==> src/rtl/iq_data_rotator_if.sv <==
// Sample/coefficient input bundle and rotated output bundle for iq_data_rotator.
// The master modport is the producer side; the rotator itself uses the slave modport.
interface iq_data_rotator_if #(
  parameter int DATA_WIDTH    = 8,
  parameter int COEF_WIDTH    = 8,
  parameter int OUT_WIDTH     = 8,
  parameter int SAT_CNT_WIDTH = 16
);
  logic                         i_enable;
  logic                         i_valid;
  logic signed [DATA_WIDTH-1:0] i_dataI;
  logic signed [DATA_WIDTH-1:0] i_dataQ;
  logic signed [COEF_WIDTH-1:0] i_sin;
  logic signed [COEF_WIDTH-1:0] i_cos;
  logic                         i_bypass;
  logic                         i_clr_sat;
  logic                         o_valid;
  logic signed [OUT_WIDTH-1:0]  o_dataI;
  logic signed [OUT_WIDTH-1:0]  o_dataQ;
  logic                         o_sat_flag;
  logic [SAT_CNT_WIDTH-1:0]     o_sat_count;

  modport master (
    output i_enable, i_valid, i_dataI, i_dataQ, i_sin, i_cos, i_bypass, i_clr_sat,
    input  o_valid, o_dataI, o_dataQ, o_sat_flag, o_sat_count
  );

  modport slave (
    input  i_enable, i_valid, i_dataI, i_dataQ, i_sin, i_cos, i_bypass, i_clr_sat,
    output o_valid, o_dataI, o_dataQ, o_sat_flag, o_sat_count
  );
endinterface

==> src/rtl/iq_data_rotator.sv <==
// Three-stage I/Q rotator: I' = I*cos - Q*sin, Q' = I*sin + Q*cos,
// with round-half-up, output saturation, per-sample bypass and a saturation event counter.
module iq_data_rotator #(
  parameter int DATA_WIDTH    = 8,
  parameter int COEF_WIDTH    = 8,
  parameter int COEF_FRAC     = 7,
  parameter int OUT_WIDTH     = 8,
  parameter int SAT_CNT_WIDTH = 16
) (
  input  logic            clock,
  input  logic            i_reset,
  iq_data_rotator_if.slave rot
);
  localparam int PW = DATA_WIDTH + COEF_WIDTH;
  // one bit for the sum/difference plus one so the rounding add can never wrap
  localparam int SW = PW + 2;
  localparam logic signed [SW-1:0] RND    = SW'(2 ** (COEF_FRAC - 1));
  localparam logic signed [SW-1:0] SAT_HI = SW'(2 ** (OUT_WIDTH - 1) - 1);
  localparam logic signed [SW-1:0] SAT_LO = ~SAT_HI;
  localparam logic [SAT_CNT_WIDTH-1:0] CNT_ONE = SAT_CNT_WIDTH'(1);

  logic                         s1_valid, s1_bypass;
  logic signed [DATA_WIDTH-1:0] s1_i, s1_q;
  logic signed [COEF_WIDTH-1:0] s1_sin, s1_cos;

  logic                         s2_valid, s2_bypass;
  logic signed [DATA_WIDTH-1:0] s2_i, s2_q;
  logic signed [PW-1:0]         p_ic, p_qs, p_is, p_qc;

  logic signed [SW-1:0]         sum_i, sum_q, pre_i, pre_q;
  logic                         sat_i, sat_q, sat_event;
  logic signed [OUT_WIDTH-1:0]  nxt_i, nxt_q;
  logic [SAT_CNT_WIDTH-1:0]     cnt_nxt;
  logic                         flag_nxt;

  logic                         out_valid;
  logic signed [OUT_WIDTH-1:0]  out_i, out_q;
  logic                         sat_flag;
  logic [SAT_CNT_WIDTH-1:0]     sat_count;

  always_ff @(posedge clock) begin
    if (i_reset) begin
      s1_valid  <= 1'b0;
      s1_bypass <= 1'b0;
      s1_i      <= '0;
      s1_q      <= '0;
      s1_sin    <= '0;
      s1_cos    <= '0;
    end else if (rot.i_enable) begin
      s1_valid  <= rot.i_valid;
      s1_bypass <= rot.i_bypass;
      s1_i      <= rot.i_dataI;
      s1_q      <= rot.i_dataQ;
      s1_sin    <= rot.i_sin;
      s1_cos    <= rot.i_cos;
    end
  end

  always_ff @(posedge clock) begin
    if (i_reset) begin
      s2_valid  <= 1'b0;
      s2_bypass <= 1'b0;
      s2_i      <= '0;
      s2_q      <= '0;
      p_ic      <= '0;
      p_qs      <= '0;
      p_is      <= '0;
      p_qc      <= '0;
    end else if (rot.i_enable) begin
      s2_valid  <= s1_valid;
      s2_bypass <= s1_bypass;
      s2_i      <= s1_i;
      s2_q      <= s1_q;
      p_ic      <= s1_i * s1_cos;
      p_qs      <= s1_q * s1_sin;
      p_is      <= s1_i * s1_sin;
      p_qc      <= s1_q * s1_cos;
    end
  end

  // Bypass samples go through the same clamp: a no-op when OUT_WIDTH >= DATA_WIDTH,
  // a counted saturation otherwise.
  always_comb begin
    sum_i = SW'(p_ic) - SW'(p_qs);
    sum_q = SW'(p_is) + SW'(p_qc);
    if (s2_bypass) begin
      pre_i = SW'(s2_i);
      pre_q = SW'(s2_q);
    end else begin
      pre_i = (sum_i + RND) >>> COEF_FRAC;
      pre_q = (sum_q + RND) >>> COEF_FRAC;
    end
    sat_i = (pre_i > SAT_HI) || (pre_i < SAT_LO);
    sat_q = (pre_q > SAT_HI) || (pre_q < SAT_LO);
    nxt_i = pre_i[OUT_WIDTH-1:0];
    nxt_q = pre_q[OUT_WIDTH-1:0];
    if (sat_i) nxt_i = pre_i[SW-1] ? SAT_LO[OUT_WIDTH-1:0] : SAT_HI[OUT_WIDTH-1:0];
    if (sat_q) nxt_q = pre_q[SW-1] ? SAT_LO[OUT_WIDTH-1:0] : SAT_HI[OUT_WIDTH-1:0];
    sat_event = s2_valid && (sat_i || sat_q);
  end

  always_comb begin
    cnt_nxt  = sat_count;
    flag_nxt = sat_flag;
    if (rot.i_clr_sat) begin
      cnt_nxt  = sat_event ? CNT_ONE : '0;
      flag_nxt = sat_event;
    end else if (sat_event) begin
      if (sat_count != '1) cnt_nxt = sat_count + CNT_ONE;
      flag_nxt = 1'b1;
    end
  end

  always_ff @(posedge clock) begin
    if (i_reset) begin
      out_valid <= 1'b0;
      out_i     <= '0;
      out_q     <= '0;
      sat_flag  <= 1'b0;
      sat_count <= '0;
    end else if (rot.i_enable) begin
      out_valid <= s2_valid;
      if (s2_valid) begin
        out_i <= nxt_i;
        out_q <= nxt_q;
      end
      sat_count <= cnt_nxt;
      sat_flag  <= flag_nxt;
    end
  end

  assign rot.o_valid     = out_valid;
  assign rot.o_dataI     = out_i;
  assign rot.o_dataQ     = out_q;
  assign rot.o_sat_flag  = sat_flag;
  assign rot.o_sat_count = sat_count;
endmodule

==> src/flat_wrapper.sv <==
// flat-port wrapper written by rule: the top's interface ports become plain ports
module iq_data_rotator_flat 
#(
  parameter int DATA_WIDTH    = 8,
  parameter int COEF_WIDTH    = 8,
  parameter int COEF_FRAC     = 7,
  parameter int OUT_WIDTH     = 8,
  parameter int SAT_CNT_WIDTH = 16
)
  (clock, i_reset, rot_i_enable, rot_i_valid, rot_i_dataI, rot_i_dataQ, rot_i_sin, rot_i_cos, rot_i_bypass, rot_i_clr_sat, rot_o_valid, rot_o_dataI, rot_o_dataQ, rot_o_sat_flag, rot_o_sat_count);
  iq_data_rotator_if #(.DATA_WIDTH(DATA_WIDTH), .COEF_WIDTH(COEF_WIDTH), .OUT_WIDTH(OUT_WIDTH), .SAT_CNT_WIDTH(SAT_CNT_WIDTH)) rot_i ();
  input  logic clock;
  input  logic i_reset;
  input wire logic [$bits(rot_i.i_enable)-1:0] rot_i_enable;
  input wire logic [$bits(rot_i.i_valid)-1:0] rot_i_valid;
  input wire logic [$bits(rot_i.i_dataI)-1:0] rot_i_dataI;
  input wire logic [$bits(rot_i.i_dataQ)-1:0] rot_i_dataQ;
  input wire logic [$bits(rot_i.i_sin)-1:0] rot_i_sin;
  input wire logic [$bits(rot_i.i_cos)-1:0] rot_i_cos;
  input wire logic [$bits(rot_i.i_bypass)-1:0] rot_i_bypass;
  input wire logic [$bits(rot_i.i_clr_sat)-1:0] rot_i_clr_sat;
  output wire logic [$bits(rot_i.o_valid)-1:0] rot_o_valid;
  output wire logic [$bits(rot_i.o_dataI)-1:0] rot_o_dataI;
  output wire logic [$bits(rot_i.o_dataQ)-1:0] rot_o_dataQ;
  output wire logic [$bits(rot_i.o_sat_flag)-1:0] rot_o_sat_flag;
  output wire logic [$bits(rot_i.o_sat_count)-1:0] rot_o_sat_count;
  assign rot_i.i_enable = rot_i_enable;
  assign rot_i.i_valid = rot_i_valid;
  assign rot_i.i_dataI = rot_i_dataI;
  assign rot_i.i_dataQ = rot_i_dataQ;
  assign rot_i.i_sin = rot_i_sin;
  assign rot_i.i_cos = rot_i_cos;
  assign rot_i.i_bypass = rot_i_bypass;
  assign rot_i.i_clr_sat = rot_i_clr_sat;
  assign rot_o_valid = rot_i.o_valid;
  assign rot_o_dataI = rot_i.o_dataI;
  assign rot_o_dataQ = rot_i.o_dataQ;
  assign rot_o_sat_flag = rot_i.o_sat_flag;
  assign rot_o_sat_count = rot_i.o_sat_count;
  iq_data_rotator #(.DATA_WIDTH(DATA_WIDTH), .COEF_WIDTH(COEF_WIDTH), .COEF_FRAC(COEF_FRAC), .OUT_WIDTH(OUT_WIDTH), .SAT_CNT_WIDTH(SAT_CNT_WIDTH)) u_core (.clock(clock), .i_reset(i_reset), .rot(rot_i));
endmodule
==> config.mk <==
export PLATFORM = sky130hd
export DESIGN_NAME = iq_data_rotator_flat
export DESIGN_NICKNAME = d
export VERILOG_FILES = /design/src/rtl/iq_data_rotator_if.sv /design/src/rtl/iq_data_rotator.sv /design/src/flat_wrapper.sv
export SDC_FILE = /design/constraint.sdc
export NUM_CORES = 1
export LEC_CHECK = 0
export BUFFER_PORTS_ARGS = -buffer_cell sky130_fd_sc_hd__buf_4
export CAP_MARGIN = 25
export CORE_MARGIN = 2
export CORE_UTILIZATION = 45
export DETAILED_ROUTE_END_ITERATION = 12
export GPL_TIMING_DRIVEN = 0
export HOLD_SLACK_MARGIN = 0.02
export PLACE_DENSITY_LB_ADDON = 0.05
export SLEW_MARGIN = 20
export SYNTH_ARGS = -nofsm -noshare
export SYNTH_HDL_FRONTEND = slang
export SYNTH_SLANG_ARGS = --single-unit
export TNS_END_PERCENT = 50
==> constraint.sdc <==
create_clock -name clock -period 6.8 [get_ports clock]
set_input_delay 0.68 -clock clock [delete_from_list [all_inputs] [get_ports clock]]
set_output_delay 0.68 -clock clock [all_outputs]
set_load 0.05 [all_outputs]
==> Implementation_results.wiki <==
{| class="wikitable"
! Metric !! Value
|-
| Largest stage delay on the critical path || 610 ps
|-
| Vias after detailed routing || 13619
|-
| Category of the most critical setup path || flip-flop to flip-flop
|-
| Leakage power total || slightly above 9 nW
|-
| Initial antenna violation count || 0
|-
| Mean instance size in the synthesized netlist || 8.794 sq um
|-
| Non-Filler Instances || 2600
|-
| Number of core rows || 72
|-
| Setup Fix Bufs, Post-CTS || 0
|-
| Remaining routing DRC violations || 0
|-
| Overall routing resource usage || between 20% and 30%
|-
| Met2 Track Usage GR || a little over two fifths
|-
| GP Congestion || around 0.86
|-
| Post-synthesis net count || 2385
|-
| Met1 global-route usage || 35.36%
|-
| Fin crit share || between 90 and 100%
|-
| Post-synth EDFFs || 0
|-
| Critical-path maximum fanout || 10
|-
| Die area || 40240 sq um
|-
| Data arrival time of the critical path || roughly 6600 ps
|-
| CP max-delay cell || xnor2_1
|-
| Total wire length after detailed routing || between 40000 and 50000 microns
|-
| Final setup vio count || 0
|-
| Top Usage Layer GRT || met2
|-
| Type of destination of the critical path || flip-flop
|-
| Number of detailed-routing iterations run before antenna repair || 5
|-
| Setup repair after global routing missed its margin || false
|-
| Met3 track demand over resource || approximately 3.4%
|-
| CP Cell Sequence || clkbuf_1, clkbuf_1, and2_1, fa_1, inv_1, fa_1, inv_1, ha_1, inv_1, fa_1, inv_1, ha_1, a21o_1, a21oi_1, o21ai_0, a21oi_1, o21ai_0, a21oi_1, o21bai_1, a21oi_1, o21ai_0, xnor2_1, mux2i_1, nor2_1
|-
| Max Buffers Root-to-Sink || 2
|-
| Run status || finished clean
|-
| Layout Nets || about 2500
|-
| CTS clock-pin slew for the worst setup and hold paths || 70 ps
|-
| Starting utilization of the core area || 45.32%
|-
| Clk_lat worst skew || 460 ps
|-
| Leading cell types by total area after synthesis || fa_1, dfxtp_1, ha_1
|-
| Tightest Pin Transition || ~950 ps
|-
| Path class of the lowest-slack min-delay path || primary input to flip-flop
|-
| Die Y || 200.6 microns
|-
| Cell Area, Placed || 18580 sq um
|-
| Peak supply drop || 0.1167 mV
|-
| Total of flip-flops plus latches after synthesis || 150
|-
| Number of nets with antenna violations after detailed routing || 0
|-
| Area delta synth->final || 10.79%
|-
| Area share of the leading cell type in the synthesized netlist || approximately 25%
|-
| Number of max-cap violations || 0
|-
| Area of the mapped netlist || 17390 sq um
|-
| Vias/cell || 5.238
|-
| Detailed-route wire length per cell || 19.16 microns
|-
| CTS Root Cell || clkbuf_16
|-
| Final hold violations || 0
|-
| DRT iter0 DRCs || 806
|-
| Standard cell core area || ~38000 sq um
|-
| Floorplan die width || 200.6 microns
|-
| Number of inserted filler cells in the final layout || 3801
|-
| Half-perimeter wire length after placement || 40520 microns
|-
| Library cell with the largest summed area after synthesis || fa_1
|-
| Summed area of non-filler cells in the final layout || 19270 sq um
|-
| Final min period || 6225 ps
|-
| CTS tree || done
|-
| Post-cts sizing count || 0
|-
| Max Clock Freq || 0.1606 GHz
|-
| Placed Instances || 2567
|-
| Final sum of negative setup slack || 0 ps
|-
| Hold slack || 459.1 ps
|-
| Share of flip-flops with an asynchronous set or reset || 0%
|-
| Final number of max-transition violations || 0
|-
| Register area share after synthesis || 17.26%
|-
| Total congestion overflow after global routing || 0
|-
| Clock buffer count from CTS || 17
|-
| Cell count after synthesis || 1978
|-
| H-tree Lvls || 4
|-
| Pin count of the biggest net entering global routing || 17
|-
| Vias in the first global route || 13971
|-
| Top-Level Pins || between 70 and 80
|-
| Hold bufs inserted after CTS || 0
|-
| First-pass GRT wire length || a little under 80000 microns
|-
| Top flip-flop cell by instance count after synthesis || dfxtp_1
|-
| Worst path required time || 7180 ps
|-
| Max-slew headroom || a little under two fifths
|-
| Max Clock Skew || 22.40 ps
|-
| Count of synthesis-stage warnings from yosys || 0
|-
| Clk sinks || 150
|-
| Proportion of layout cells with a drive suffix above 1 || 6.583%
|-
| Total power per unit cell area || ~180 nW/um^2
|-
| Number of distinct library cell variants in the gate-level netlist after synthesis || 79
|-
| Crit path launch type || flip-flop
|-
| Count of input and output buffers || approximately 70
|}
metal layers:
metal  routed length (microns)  vias to the layer above  share of wire (%)
met4                       759                        0                1.5
li1                          -                     6593                  -
met1                     23180                     6693                 47
met3                      2330                       38                4.7
met5                         0                        -                  0
met2                     23540                      295                 47
logic make-up (layout without fill, tap and decap cells):
family,after synthesis,in the layout,share of synthesized area (%)
buffers and inverters,366,469,8.035
AO/OA/AOI/OAI,285,285,10.96
other,0,1,0
XOR/XNOR,89,89,4.481
AND/OR/NAND/NOR,626,626,17.80
adder cells (fa/ha/maj),369,369,36.04
multiplexers,93,93,5.431
flip-flops,150,150,17.26
where the power goes:
group          total (mW)  switching, mW  internal (mW)
registers           0.993         0.0645          0.928
clock network        1.14          0.425          0.714
logic                1.36          0.827          0.535
cells in the final DEF (no fill, tap or decap), types with 7 or more instances in the layout:
cell / n
dfxtp_1: 150
clkbuf_1: 74
nand2_1: 140
clkbuf_16: 17
nand3_1: 34
nor3_1: 25
or3_1: 10
and3_1: 7
nor2_1: 181
nor2b_1: 10
a21o_1: 14
a211oi_1: 22
buf_1: 8
buf_4: 72
o21bai_1: 10
a21oi_1: 86
nand2b_1: 34
and2_1: 149
o211ai_1: 9
o21ai_0: 56
inv_1: 275
o311a_1: 11
fa_1: 220
xor2_1: 21
xnor2_1: 68
ha_1: 149
o21a_1: 13
mux2i_1: 91
a31o_1: 7
state kept, by name, indices dropped and copies added (netlist names):
name and flops:
u_core.s1_cos 8, u_core.s2_valid 1, u_core.s2_q 8, u_core.s1_bypass 1, u_core.rot.o_valid 1, u_core.p_qs 16
u_core.s1_q 8, u_core.p_ic 16, u_core.rot.o_sat_count 16, u_core.rot.o_dataI 8, u_core.p_qc 16, u_core.s1_i 8
u_core.p_is 16, u_core.s2_bypass 1, u_core.s1_valid 1, u_core.s2_i 8, u_core.rot.o_sat_flag 1, u_core.s1_sin 8
u_core.rot.o_dataQ 8
path summary, 6_finish.rpt:
kind	start	end	slack (ps)	depth (start not counted)
hold / removal	rot_i_cos[1]	u_core.s1_cos[1]$_SDFFE_PP0P_	460	3
setup reg to reg	u_core.s1_q[0]$_SDFFE_PP0P_	u_core.p_qs[15]$_SDFFE_PP0P_	570	24
setup / recovery	u_core.s1_q[0]$_SDFFE_PP0P_	u_core.p_qs[15]$_SDFFE_PP0P_	570	24
hold reg to reg	u_core.p_qs[8]$_SDFFE_PP0P_	u_core.p_qs[8]$_SDFFE_PP0P_	460	2
synthesized netlist by cell type, drive strengths merged (4+ instances only):
cell	number
a21boi	6
a31oi	5
nand3	34
a31o	9
buf	15
nand2	142
nand3b	6
and3	7
ha	149
clkbuf	75
o21ai	62
o21a	14
nor2b	10
a21o	14
or3	10
nor3	25
xnor2	68
nor2	182
o31a	4
a211oi	23
nand2b	34
fa	220
mux2i	91
xor2	21
inv	276
a41o	5
and2	150
nor3b	6
o21bai	11
or2	5
o211ai	10
o311a	11
a21oi	87
dfxtp	150
through the flow:
stage	setup WS, ps	utilization [%]	total power [mW]
final	574.9	50.22	3.493
after global routing	255.8	50.21	3.715
after CTS	634.0	50.21	3.513
after detailed placement	643.7	48.40	2.373
after global placement	681.7	48.40	2.360
after floorplan	2067	-	1.984
area by class of cell:
cell class | count | area [sq um] | share of cell area [%]
antenna | 1 | 2.502 | 0.01299
buffer | 90 | 362.8 | 1.883
clock buffer | 19 | 452.9 | 2.350
clock inverter | 13 | 239.0 | 1.240
inverter | 276 | 1036 | 5.376
multi-input combinational | 1462 | 12990 | 67.43
sequential | 150 | 3003 | 15.58
tap | 518 | 648.1 | 3.363
timing repair buffer | 71 | 533.0 | 2.766
critical path: cells and delay by family, from the launching register on:
family          cells  cell delay, ps
xor+xnor            1             610
compound gates      9            1650
fa+ha+maj           5            1830
flops               1             310
simple gates        2             350
mux                 1             170
buf+inv             6            1250
No activity file was read; power rests on OpenSTA's default activity.
